**src/rtl/phase_sequencer.sv**
```systemverilog
// phase_sequencer: run/stop and phase sequencer for the 16-bit multi-cycle
// processor. Walks the datapath through phases 1..NUM_PHASES once per
// instruction, handles start/stop, single-step and HLT requests, and holds
// the fetch and load/store phases while memory reports busy.
module phase_sequencer #(
    parameter int unsigned NUM_PHASES = 5,   // legal range 2..7
    parameter int unsigned STALL_PH_A = 1,   // fetch phase, holds on mem_busy
    parameter int unsigned STALL_PH_B = 4,   // load/store phase, holds on mem_busy
    parameter int unsigned CNT_W      = 16
) (
    input  logic             clk,
    input  logic             rst,
    input  logic             exec,
    input  logic             step,
    input  logic             halt_req,
    input  logic             mem_busy,
    output logic [2:0]       phase,
    output logic             executing,
    output logic             ir_e,
    output logic             pc_e,
    output logic             halted,
    output logic [CNT_W-1:0] instr_count
);

    typedef enum logic [1:0] {
        MODE_IDLE = 2'd0,
        MODE_RUN  = 2'd1,
        MODE_STEP = 2'd2
    } mode_e;

    localparam logic [2:0] PH_IDLE  = 3'd0;
    localparam logic [2:0] PH_FIRST = 3'd1;
    localparam logic [2:0] PH_LAST  = 3'(NUM_PHASES);
    localparam logic [2:0] PH_A     = 3'(STALL_PH_A);
    localparam logic [2:0] PH_B     = 3'(STALL_PH_B);

    mode_e            mode_q,      mode_d;
    logic [2:0]       phase_q,     phase_d;
    logic             stop_pend_q, stop_pend_d;
    logic             halted_q,    halted_d;
    logic [CNT_W-1:0] cnt_q,       cnt_d;
    logic             exec_q;
    logic             pc_e_q;

    logic             in_stall_phase;
    logic             stall;
    logic             stop_now;

    // Stall qualification: only the two memory phases hold, and the final
    // phase is excluded so pc_e stays a single-cycle pulse.
    always_comb begin
        in_stall_phase = (phase_q == PH_A) || (phase_q == PH_B);
        stall          = in_stall_phase && mem_busy && (phase_q != PH_LAST);
        // A stop/halt request arriving on the final phase still ends this
        // instruction's pass rather than leaking into the next one.
        stop_now       = (mode_q == MODE_STEP) || stop_pend_q || exec || halt_req;
    end

    // Next-state logic for mode, phase, stop/halt flags and instruction counter.
    always_comb begin
        mode_d      = mode_q;
        phase_d     = phase_q;
        stop_pend_d = stop_pend_q;
        halted_d    = halted_q;
        cnt_d       = cnt_q;

        if (mode_q == MODE_IDLE) begin
            if (exec) begin
                mode_d      = MODE_RUN;
                phase_d     = PH_FIRST;
                halted_d    = 1'b0;
                stop_pend_d = 1'b0;
            end else if (step) begin
                mode_d      = MODE_STEP;
                phase_d     = PH_FIRST;
                halted_d    = 1'b0;
                stop_pend_d = 1'b0;
            end
        end else begin
            // step is deliberately ignored while an instruction is in flight.
            if (exec || halt_req) begin
                stop_pend_d = 1'b1;
            end
            if (halt_req) begin
                halted_d = 1'b1;
            end

            if (phase_q == PH_LAST) begin
                cnt_d       = cnt_q + CNT_W'(1);
                stop_pend_d = 1'b0;
                if (stop_now) begin
                    mode_d  = MODE_IDLE;
                    phase_d = PH_IDLE;
                end else begin
                    phase_d = PH_FIRST;
                end
            end else if (!stall) begin
                phase_d = phase_q + 3'd1;
            end
        end
    end

    // State and registered outputs; executing and pc_e are derived from the
    // next phase so they line up with phase without any decode glitch.
    always_ff @(posedge clk or posedge rst) begin
        if (rst) begin
            mode_q      <= MODE_IDLE;
            phase_q     <= PH_IDLE;
            stop_pend_q <= 1'b0;
            halted_q    <= 1'b0;
            cnt_q       <= '0;
            exec_q      <= 1'b0;
            pc_e_q      <= 1'b0;
        end else begin
            mode_q      <= mode_d;
            phase_q     <= phase_d;
            stop_pend_q <= stop_pend_d;
            halted_q    <= halted_d;
            cnt_q       <= cnt_d;
            exec_q      <= (phase_d != PH_IDLE);
            pc_e_q      <= (phase_d == PH_LAST);
        end
    end

    // IR loads on the fetch phase once memory has delivered the word.
    always_comb begin
        ir_e = (phase_q == PH_FIRST) && !mem_busy;
    end

    assign phase       = phase_q;
    assign executing   = exec_q;
    assign pc_e        = pc_e_q;
    assign halted      = halted_q;
    assign instr_count = cnt_q;

endmodule
```
**config.mk**
```make
export PLATFORM = sky130hd
export DESIGN_NAME = phase_sequencer
export DESIGN_NICKNAME = d
export VERILOG_FILES = /design/src/rtl/phase_sequencer.sv
export SDC_FILE = /design/constraint.sdc
export NUM_CORES = 1
export LEC_CHECK = 0
export CAP_MARGIN = 10
export CELL_PAD_IN_SITES_DETAIL_PLACEMENT = 0
export CELL_PAD_IN_SITES_GLOBAL_PLACEMENT = 1
export CORE_MARGIN = 5
export CORE_UTILIZATION = 30
export CTS_BUF_LIST = sky130_fd_sc_hd__clkbuf_8
export CTS_CLUSTER_SIZE = 20
export DETAILED_ROUTE_END_ITERATION = 16
export GPL_TIMING_DRIVEN = 1
export PLACE_DENSITY = 0.63
export SYNTH_ARGS = -nofsm -noshare
export SYNTH_HDL_FRONTEND = slang
export SYNTH_SLANG_ARGS = --single-unit
```
**constraint.sdc**
```tcl
create_clock -name clk -period 1.6 [get_ports clk]
set_input_delay 0.24 -clock clk [delete_from_list [all_inputs] [get_ports clk]]
set_output_delay 0.24 -clock clk [all_outputs]
set_load 0.02 [all_outputs]
```
==> reports/summary.md, run 1 <==
The run finished with clean final reports. The hold violation total from the final report is 0, and the peak per-stage delay on the critical path is 0.39 ns. The number of nets in the synthesized netlist is 117. The worst setup path is captured at a register. Setup repair after global routing could not meet its margin everywhere. Setup violations remaining at the end of the flow were counted as 0. The tightest min-delay check is of the in2async type. The number of placed instances, taps included is 203. The run gives 2 as the number of buffers on the longest clock path. Power spread over the standard cell area amounts to 1540 nW/um^2. The via count normalized by instance count is 4.58. In this run the clock root is driven by a sky130_fd_sc_hd__clkbuf_8. The count of buffer and inverter cells on the critical path works out to 2.

For the area of the die, the log shows 5320 sq um. The transition at the pin with the smallest max-transition slack was 0.316 ns; the combined area of all synthesized cells was 1190 sq um. The post-layout net count was 176.

The floorplan step set the die height to 72.9 microns. The proportion of synthesized chip area in sequential cells is 0.526, and the insertion delay of the later-clocked pin in the worst-skew pair is 0.26 ns. The synthesized area per cell works out to 11.1 sq um.

The signal on the critical path passes through inv_4, buf_6, ha_4, mux2_4, nand2_4, o21a_1, o211ai_2, nor3_2. The total count of max-transition violations in the final report was 0; the first-iteration detailed-routing DRC count was 29. 0 antenna diodes ended up in the layout. Final clock period utilization by the worst path: 0.996.

TritonCTS built the clock tree. The launching element type of the critical path was a register. In this run the remaining antenna-violating nets after routing total 0. The area of the placeable core was 3740 sq um; the initial antenna violation count was 0.

Cell class contributing the biggest share of worst-path delay: flip-flops. The sequential power share was 0.329. The horizontal die dimension works out to 72.9 microns.

The depth of the worst register-to-register path came out at 8. After detailed routing, the average wire length per cell comes to 12.5 microns. The global-route congestion overflow total is 0.

The total of flip-flops plus latches after synthesis is 25, and the number of remaining DRC errors is 0. The worst register-to-register path begins at phase[1]. The fraction of power consumed by the clock network came out at 0.124.

The standby leakage power was 0.932 nW. The first detailed-routing pass ran for 4 iterations. Clock-pin slew was measured on the worst setup and hold paths at 0.09 ns. The clock skew after layout is 0.00528 ns.

Counting the fill cells in the layout gives 355. The tools report the highest achievable clock rate as 628 MHz. The sum of net half-perimeters after detailed placement came out at 1890 microns.

Number of standard cells in the final layout excluding fillers: 213. Net switching share of the total power: 0.393. For the via count of the routed design, the log shows 975. The worst-case setup margin in the final layout came out at 0.00641 ns. The floorplan has 22 rows. Combinational power share: 0.548.

After synthesis, the netlist uses 30 different library cells. Across the run, the number of max-cap violations was 0. The endpoint identified for the worst register-to-register timing path is pc_e.

For the hold buffer count at CTS, the log shows 0. Worst setup path category: reg2reg. Maximum number of pins on one net before global-route repair: 26. The tools report the required time of the worst setup path as 1.79 ns. The share of post-route cells with drive strength above 1 was 0.358; the final critical delay including setup and external delays was 1.59 ns. In this run, CTS created clock tree buffers numbering 3. The endpoint arrival time on the critical path was 1.79 ns; the max-slew headroom at the worst pin was 0.790.

The total wire length is 2650 microns. For the H-tree depth, the log shows 1. At the end of routability-driven placement, the weighted congestion stood at 0.784. The area growth from synthesis to layout is 59.4%. Before CTS, the worst setup slack after placement is -0.151 ns. The worst setup slack for register-to-register paths is 0.006 ns, and the all-layer global routing usage is 0.103. The tools report the internal power component as 1.78 mW. Input and output buffers added on the ports amount to 28.

The number of sinks handled by clock tree synthesis was 25; the top fanout value on the critical path was 5. The tools report the starting density of the core as 0.318. In this run the power spent charging and discharging nets is 1.15 mW. The total number of yosys warnings is 0, and the total I/O pin count is 29.

The first global-routing pass estimated 4370 microns of wire. The cell type of the slowest stage on the worst timing path is sky130_fd_sc_hd__dfrtp_2. Largest vdd supply drop: 0.800 mV. The number of global-route vias before repair is 975. Synthesis handed over a netlist of 107 instances.
per-stage QoR:
stage / TNS (ns) / hold slack, ns / util / power [mW] / area (sq um)
after detailed placement: -0.660 / 0.469 / 0.453 / 2.31 / 1690
after global placement: -0.503 / 0.462 / 0.453 / 2.30 / 1690
after global routing: -0.326 / 0.367 / 0.506 / 3.15 / 1890
after CTS: -0.246 / 0.343 / 0.478 / 2.77 / 1790
after floorplan: -0.00377 / 0.267 / - / 1.71 / 1200
final: 0 / 0.322 / 0.506 / 2.93 / 1890
cell families after synthesis:
| logic type | Yosys count | share of synthesized area |
|---|---|---|
| buffers and inverters | 6 | 0.0189 |
| and+or+nand+nor | 41 | 0.204 |
| xor gates and xnor gates | 15 | 0.111 |
| DFF | 25 | 0.526 |
| adders and majority gates | 4 | 0.0421 |
| muxes | 2 | 0.0189 |
| AOI/OAI and AO/OA | 14 | 0.0789 |
cell usage after synthesis (all sizes together):
cell type / count / area (sq um)
o21ai: 2 / 13.8
xor2: 3 / 26.3
xnor2: 12 / 105
or2: 2 / 12.5
or2b: 1 / 8.76
a21oi: 7 / 35.0
dfrtp: 25 / 626
nand2: 11 / 43.8
nand3b: 1 / 7.51
a22o: 1 / 8.76
nand3: 5 / 25.0
mux2: 2 / 22.5
inv: 6 / 22.5
and3: 3 / 20.0
nand4: 5 / 46.3
ha: 4 / 50.1
nor2: 8 / 32.5
o211ai: 1 / 12.5
nor3: 2 / 10.0
nor4: 1 / 21.3
o21a: 1 / 7.51
nor3b: 2 / 15.0
o22ai: 1 / 6.26
o211a: 1 / 10.0
per-layer routing:
metal | vias up | global-route usage | wire length (microns)
li1 | 486 | - | -
met1 | 461 | 0.147 | 1240
met2 | 26 | 0.154 | 1280
met3 | 2 | 0.0193 | 122
met4 | 0 | 0.0369 | 16
met5 | - | 0 | 0
worst max-delay path by stage:
stage	start	to	slack, ns	cells after the start
3_5_place_dp	exec	pc_e	-0.15	6
6_report	phase[1]	pc_e	0.006	8
2_1_floorplan	phase[1]	instr_count[10]	-0.004	7
3_3_place_gp	exec	pc_e	-0.12	6
4_1_cts	phase[1]	instr_count[11]	-0.05	8
5_1_grt	phase[1]	pc_e	-0.1	8
state kept, by name, indices dropped and copies added (netlist names):
name / count
instr_count: 16
phase: 3
mode_q: 2
executing: 1
halted: 1
pc_e: 1
stop_pend_q: 1
cell type report:
type | instances | area (sq um) | area share
Sequential cell | 25 | 631 | 0.333
Inverter | 6 | 27.5 | 0.0145
Multi-Input combinational cell | 76 | 634 | 0.335
Clock buffer | 3 | 41.3 | 0.0218
Timing Repair Buffer | 54 | 497 | 0.262
Clock inverter | 1 | 3.75 | 0.00198
Tap cell | 48 | 60.1 | 0.0317
timing repair:
action | 4_1_cts | 5_1_grt
cloned | 0 | 0
setup endpoints to repair | 18 | 20
pin swaps | 9 | 11
resized for setup | 21 | 24
setup buffers | 3 | 3
layout by cell type (no fill, tap or decap), types with 2 or more instances in the layout:
cell,count
sky130_fd_sc_hd__dfrtp_1,21
sky130_fd_sc_hd__nand2_4,2
sky130_fd_sc_hd__xnor2_1,12
sky130_fd_sc_hd__buf_4,21
sky130_fd_sc_hd__dlymetal6s2s_1,6
sky130_fd_sc_hd__nor3b_1,2
sky130_fd_sc_hd__ha_4,2
sky130_fd_sc_hd__nand2_1,9
sky130_fd_sc_hd__clkbuf_8,3
sky130_fd_sc_hd__inv_1,5
sky130_fd_sc_hd__dfrtp_2,4
sky130_fd_sc_hd__inv_4,2
sky130_fd_sc_hd__nor2_1,4
sky130_fd_sc_hd__clkdlybuf4s50_1,15
sky130_fd_sc_hd__and3_1,2
sky130_fd_sc_hd__dlygate4sd2_1,6
sky130_fd_sc_hd__nor2_2,3
sky130_fd_sc_hd__buf_6,5
sky130_fd_sc_hd__ha_1,2
sky130_fd_sc_hd__nand3_1,5
sky130_fd_sc_hd__nand4_1,4
sky130_fd_sc_hd__a21oi_1,6
sky130_fd_sc_hd__xor2_1,3
tightest hold or removal path, delay by kind of cell:
kind | cells | cell delay [ns]
buffers and inverters | 3 | 0.75
power by group through the flow:
stage                     registers, mW  logic (mW)  clock network [mW]
final                             0.962        1.60               0.362
after global routing              0.991        1.76               0.395
after CTS                         0.958        1.44               0.375
after detailed placement          0.961        1.35                   0
after global placement            0.953        1.34                   0
after floorplan                    1.11       0.595                   0
Power figures use the tool's default switching activity.
==> inputs of run 2 (changes only) <==
Settings changed: CAP_MARGIN 10 to 0, CORE_MARGIN 5 to 8.
==> reports/summary.md, run 2 (synthesis gave the netlist of run 1 again) <==
Maximum number of pins on one net before global-route repair: 26 (unchanged). Number of sinks handled by clock tree synthesis: 25 (unchanged). The tools report the endpoint arrival time on the critical path as 1.72 ns (-0.07 ns). The run gives 23 (+4.5%) as the number of rows created at floorplan.

The hold buffer count at CTS is 0 (unchanged), and the total I/O pin count is 29 (unchanged). The total wire length came out at 2820 microns (+6.4%). The flow ran to the end, and the final reports show no timing, DRC or antenna violations. The count of buffers from port buffering was 28 (unchanged); the insertion delay of the later-clocked pin in the worst-skew pair was 0.27 ns (about the same).

The register clock-pin slew on the reported worst setup and hold paths was 0.08 ns (about the same); the required time of the worst setup path was 1.74 ns (-0.05 ns). The tools report the total count of max-transition violations in the final report as 0 (unchanged). The launching element type of the critical path was a register. The logs give 0 ns (unchanged) for the final sum of negative setup slack and 1180 microns (-4.3%) for the detailed-route wire length on metal 1. The area taken by multi-input logic gates came out at 607 sq um (-4.3%). The startpoint identified for the worst register-to-register timing path is phase[0]. The tools report the initial antenna violation count as 0 (unchanged). The tools report the starting density of the core as 0.304 (-0.0138). The via count normalized by instance count was 4.56 (-0.46%). The number of global-route vias before repair was 1013 (+3.9%).

For the routed wire length on met3, the log shows 139 microns (+14%). In this run the critical register-to-register path is captured at executing. For the area of the die, the log shows 6230 sq um (+17%). The sum of net half-perimeters after detailed placement was 2140 microns (+13%); the area used by sequential logic in the layout was 631 sq um (unchanged). The number of inserted filler cells in the final layout came out at 375 (+5.6%). The largest vdd supply drop was 0.755 mV (-5.6%); the via count of the routed design was 966 (-0.92%). The area added between synthesis and finish is 53.7%. TritonCTS built the clock tree. The detailed router used layers up to and including met4. For the hold violation total from the final report, the log shows 0 (unchanged). The number of CTS-inserted buffers is 3 (unchanged).

The share of post-route cells with drive strength above 1 was 0.321 (-0.0366). CTS placed an instance of sky130_fd_sc_hd__clkbuf_8 at the clock tree root. The run gives 0.0945 (-0.00838) as the all-layer global routing usage. The clock skew after layout was 0.00199 ns (-0.00329 ns). The final clock period utilization by the worst path is 0.988 (-0.00835). The path class of the lowest-slack min-delay path was in2async. The total of max-cap violations is 0 (unchanged).

The max-slew headroom at the worst pin was 0.753 (-0.0363); the number of remaining DRC errors was 0 (unchanged). The first-iteration detailed-routing DRC count came out at 17 (-41%). The flip-flop count of the largest register, all copies and words added came out at 16 (unchanged).

For the worst slack on hold paths, the log shows 0.336 ns (+0.0135 ns). Worst setup path category: reg2reg. The run gives 1450 microns (+13%) as the amount of wire on met2 after detailed routing. First-pass detailed-route iteration total: 2 (-2).

Number of setup violations in the final report: 0 (unchanged). The die boundary height is 78.9 microns (+8.2%), and the area of the placeable core is 3910 sq um (+4.5%). For the post-layout net count, the log shows 173 (-1.7%). Highest achievable clock rate: 633 MHz (+0.85%). The run gives 0 (unchanged) as the global-route congestion overflow total.

The global-route wire length before repair came out at 4710 microns (+7.6%). Leaving out fill and tap cells, the most frequent cells in the layout are 21 x sky130_fd_sc_hd__dfrtp_1, 21 x sky130_fd_sc_hd__buf_4, 15 x sky130_fd_sc_hd__clkdlybuf4s50_1. The top fanout value on the critical path was 5 (unchanged); the count of nets left with antenna violations after detail routing was 0 (unchanged). The H-tree depth is 1 (unchanged), and the final critical delay including setup and external delays is 1.58 ns (-0.0134 ns).

The horizontal die dimension is 78.9 microns (+8.2%), and the depth of the worst register-to-register path is 8 (unchanged). The average routed wire per standard cell is 13.3 microns (+6.9%). The number of buffers on the longest clock path is 2 (unchanged). The run gives 0.02 ns (about the same) as the worst setup slack for register-to-register paths. Placer congestion estimate: 0.714 (-8.9%). Setup repair after global routing could not meet its margin everywhere. The worst setup path is captured at a register. The standby leakage power is 0.904 nW (-3.0%). The power density over the cells is 1550 nW/um^2 (+0.41%), and the transition at the pin with the smallest max-transition slack is 0.370 ns (+0.0545 ns). The diode insertion count for antenna repair is 0 (unchanged).
[run 2: power by group]
part	internal (mW)	switching (mW)
logic	0.744	0.739
registers	0.796	0.189
clock network	0.172	0.195
[run 2: layout make-up]
| class | count | share of cell area |
|---|---|---|
| well taps | 50 | 0.0342 |
| clock buffers | 3 | 0.0226 |
| multi-input cells | 76 | 0.332 |
| flip-flops and latches | 25 | 0.345 |
| clock inverters | 1 | 0.00205 |
| inverters | 6 | 0.0123 |
| repair buffers | 51 | 0.251 |
[run 2: timing repair]
item / in CTS / in global routing
pin swaps: 4 / 6
gates resized for setup: 21 / 12
endpoints found under the setup margin: 19 / 16
buffers inserted: 2 / 2
[run 2: worst max-delay path, cell delays in order, from the launching register on]
cell and delay (ns):
sky130_fd_sc_hd__dfrtp_2 0.44, sky130_fd_sc_hd__buf_6 0.13, sky130_fd_sc_hd__inv_2 0.06, sky130_fd_sc_hd__ha_4 0.11
sky130_fd_sc_hd__mux2_4 0.15, sky130_fd_sc_hd__nand2_4 0.06, sky130_fd_sc_hd__o21a_1 0.20, sky130_fd_sc_hd__o211ai_2 0.21
sky130_fd_sc_hd__nand3b_1 0.11
[run 2: metal layers]
metal | vias up | GRT usage
li1 | 480 | -
met1 | 467 | 0.107
met2 | 14 | 0.162
met3 | 5 | 0.0282
met4 | 0 | 0.0389
met5 | - | 0
[run 2: per-stage QoR]
| step | cell area (sq um) | power [mW] | setup WS [ns] | std cells | util |
|---|---|---|---|---|---|
| finish | 1830 | 2.83 | 0.0198 | 212 | 0.467 |
| global route | 1830 | 3.04 | -0.0742 | 212 | 0.467 |
| CTS | 1770 | 2.79 | 0.00203 | 210 | 0.452 |
| detailed placement | 1710 | 2.37 | -0.139 | 205 | 0.437 |
| global placement | 1710 | 2.34 | -0.110 | 205 | 0.437 |
| floorplan | 1200 | 1.71 | -0.00377 | 107 | - |
[run 2: worst max-delay path by stage]
| stage | start | endpoint | slack [ns] | cells past startpoint |
|---|---|---|---|---|
| 2_1_floorplan | phase[1] | instr_count[10] | -0.004 | 7 |
| 3_3_place_gp | mem_busy | ir_e | -0.11 | 3 |
| 3_5_place_dp | exec | pc_e | -0.14 | 6 |
| 4_1_cts | phase[1] | phase[1] | 0.002 | 2 |
| 5_1_grt | phase[0] | pc_e | -0.07 | 8 |
| 6_report | phase[0] | executing | 0.02 | 8 |
==> inputs of run 3 (changes only) <==
Clock period 1.6 ns to 1.4 ns, I/O delays scaled along.
==> reports/summary.md, run 3 (synthesis gave the netlist of run 1 again) <==
The endpoint arrival time on the critical path is 1.77 ns (+0.05 ns). The run gives 193 (+12%) as the post-layout net count. The count of buffers from port buffering came out at 28 (unchanged). The first-iteration detailed-routing DRC count came out at 46 (+29). The run gives 1083 (+6.9%) as the number of global-route vias before repair.

The final critical delay including setup and external delays works out to 1.59 ns (+0.00779 ns). The die boundary height is 78.9 microns (unchanged). The depth of the worst register-to-register path was 8 (unchanged); the worst-case setup margin in the final layout was -0.188 ns (-0.208 ns).

The logs give 0 (unchanged) for the total of max-cap violations and 0 (unchanged) for the number of remaining DRC errors. The tools report the all-layer global routing usage as 0.0969 (+0.00239). Overall power consumption: 3.78 mW (+34%). Horizontal die dimension: 78.9 microns (unchanged).

The worst setup path is captured at a register. The path class of the tightest hold or removal check is in2async. The tools report the via count of the routed design as 1039 (+7.6%). The checks that failed: setup timing. In the layout the commonest cells are 37 x sky130_fd_sc_hd__buf_4, 19 x sky130_fd_sc_hd__dlygate4sd2_1, 18 x sky130_fd_sc_hd__dfrtp_1. The number of inserted filler cells in the final layout is 391 (+4.3%).

The pre-CTS setup slack was -0.349 ns (-0.209 ns); the area added between synthesis and finish was 72.7%. Number of CTS-inserted buffers: 3 (unchanged). The hold violation total from the final report is 0 (unchanged), and the first-pass detailed-route iteration total is 4 (+2). The share of post-route cells with drive strength above 1 came out at 0.484 (+0.163). The largest individual stage delay along the critical path comes from the cell sky130_fd_sc_hd__dfrtp_2.

The highest achievable clock rate is 630 MHz (-0.49%). The number of sinks handled by clock tree synthesis is 25 (unchanged). The top fanout value on the critical path works out to 5 (unchanged).

The peak per-stage delay on the critical path came out at 0.38 ns (-0.06 ns). H-tree depth: 1 (unchanged). The run finished, with violations left. The run gives 2220 microns (+3.9%) as the sum of net half-perimeters after detailed placement. The launching element type of the critical path is a register. The worst setup path is of the reg2reg kind. The run gives 0 (unchanged) as the count of nets left with antenna violations after detail routing.

The global-route wire length before repair was 4990 microns (+6.0%). The max-slew headroom at the worst pin was 0.780 (+0.0271); the flip-flop count of the largest register, all copies and words added was 16 (unchanged). The via count normalized by instance count was 4.48 (-1.7%); the global-route congestion overflow total was 0 (unchanged). The total count of max-transition violations in the final report was 0 (unchanged); the required time of the worst setup path was 1.58 ns (-0.16 ns).

The tools report the clock skew after layout as 0.00859 ns (+0.00659 ns). The final design utilization is 0.525 (+0.0579), and the number of setup violations in the final report is 20 (+20). The final sum of negative setup slack is -1.93 ns (-1.93 ns). The insertion delay of the later-clocked pin in the worst-skew pair came out at 0.27 ns (about the same). The average routed wire per standard cell was 12.8 microns (-3.5%). The number of standard cells in the final layout excluding fillers came out at 232 (+9.4%).

The run gives 6230 sq um (unchanged) as the area of the die. The register clock-pin slew on the reported worst setup and hold paths works out to 0.09 ns (about the same). The logs give 2980 microns (+5.6%) for the total wire length and 2 (unchanged) for the number of buffers on the longest clock path.

The starting density of the core is 0.304 (unchanged). The final clock period utilization by the worst path is 1.13 (+0.147). The number of rows created at floorplan came out at 23 (unchanged). TritonCTS built the clock tree. The run gives 26 (unchanged) as the maximum number of pins on one net before global-route repair.

Leading cell type in the layout, fill and taps excluded: sky130_fd_sc_hd__buf_4. The transition at the pin with the smallest max-transition slack is 0.329 ns (-0.0414 ns), and the number of placed instances, taps included is 217 (+5.9%). The initial antenna violation count was 0 (unchanged); the total I/O pin count was 29 (unchanged). Setup repair after global routing could not meet its margin everywhere. The diode insertion count for antenna repair was 0 (unchanged). The clock root buffer is sky130_fd_sc_hd__clkbuf_8. The signal on the critical path passes through inv_2, buf_6, ha_4, mux2_4, nand2_4, o21a_1, o21ai_2, nor3_1.

The power density over the cells works out to 1840 nW/um^2 (+19%). The logs give 0.939 mV (+24%) for the largest vdd supply drop and 0.726 (+1.8%) for the placer congestion estimate. The area of the placeable core was 3910 sq um (unchanged); the standby leakage power was 0.989 nW (+9.3%).
==> run 3: cell count changes in the layout (fill, tap and decap cells not counted), moves of 2 or more <==
cell	delta
sky130_fd_sc_hd__buf_4	+16
sky130_fd_sc_hd__dlymetal6s2s_1	-5
sky130_fd_sc_hd__a21oi_2	+2
sky130_fd_sc_hd__dfrtp_2	+3
sky130_fd_sc_hd__nor2_1	-4
sky130_fd_sc_hd__clkdlybuf4s50_1	-10
sky130_fd_sc_hd__dlygate4sd2_1	+12
sky130_fd_sc_hd__nor2_4	+4
sky130_fd_sc_hd__buf_6	+6
sky130_fd_sc_hd__dfrtp_1	-3
sky130_fd_sc_hd__a21oi_1	-3
==> run 3: final cells by class <==
type	instances	area [sq um]	area share
Inverter	6	22.5	0.0110
Clock inverter	1	5.00	0.00244
Sequential cell	25	634	0.309
Timing Repair Buffer	71	599	0.292
Tap cell	50	62.6	0.0305
Clock buffer	3	41.3	0.0201
Multi-Input combinational cell	76	688	0.335
==> run 3: timing repair <==
action	in CTS	in global routing
hold buffers	0	0
resized for setup	34	23
buffers inserted	2	9
pin swaps	8	12
endpoints found under the setup margin	41	23
==> run 3: worst max-delay path: cells and delay by family, from the launching register on <==
family,cells,cell delay [ns]
adder cells (fa/ha/maj),1,0.14
flip-flops,1,0.38
multiplexers,1,0.27
AO/OA/AOI/OAI,2,0.26
buffers and inverters,2,0.16
AND/OR/NAND/NOR,2,0.29
==> run 3: path summary, 6_finish.rpt <==
kind | start | end | slack, ns
max reg2reg | phase[1] | pc_e | -0.19
min in group clk | instr_count[15] | instr_count[15] | 0.48
max in group asynchronous | rst | phase[0] | 0.84
min reg2reg | instr_count[15] | instr_count[15] | 0.48
max | phase[1] | pc_e | -0.19
min | rst | instr_count[14] | 0.29
==> run 3: where the power goes <==
part / switching [mW] / total [mW] / internal [mW]
clock: 0.225 / 0.424 / 0.199
sequential: 0.187 / 1.10 / 0.912
combinational: 1.05 / 2.26 / 1.21
total: 1.46 / 3.78 / 2.32
==> run 3: per-layer routing <==
metal | vias to the layer above | track usage | wire length, microns
met1 | 505 | 0.120 | 1320
met4 | 0 | 0.0278 | 16
met2 | 14 | 0.166 | 1550
li1 | 518 | - | -
met3 | 2 | 0.0192 | 85
met5 | - | 0 | 0
==> run 3: stage by stage <==
stage	hold WS [ns]	area (sq um)
after floorplan	0.237	1260
final	0.293	2050
after global routing	0.328	2050
after CTS	0.303	1920
after detailed placement	0.471	1840
after global placement	0.452	1840
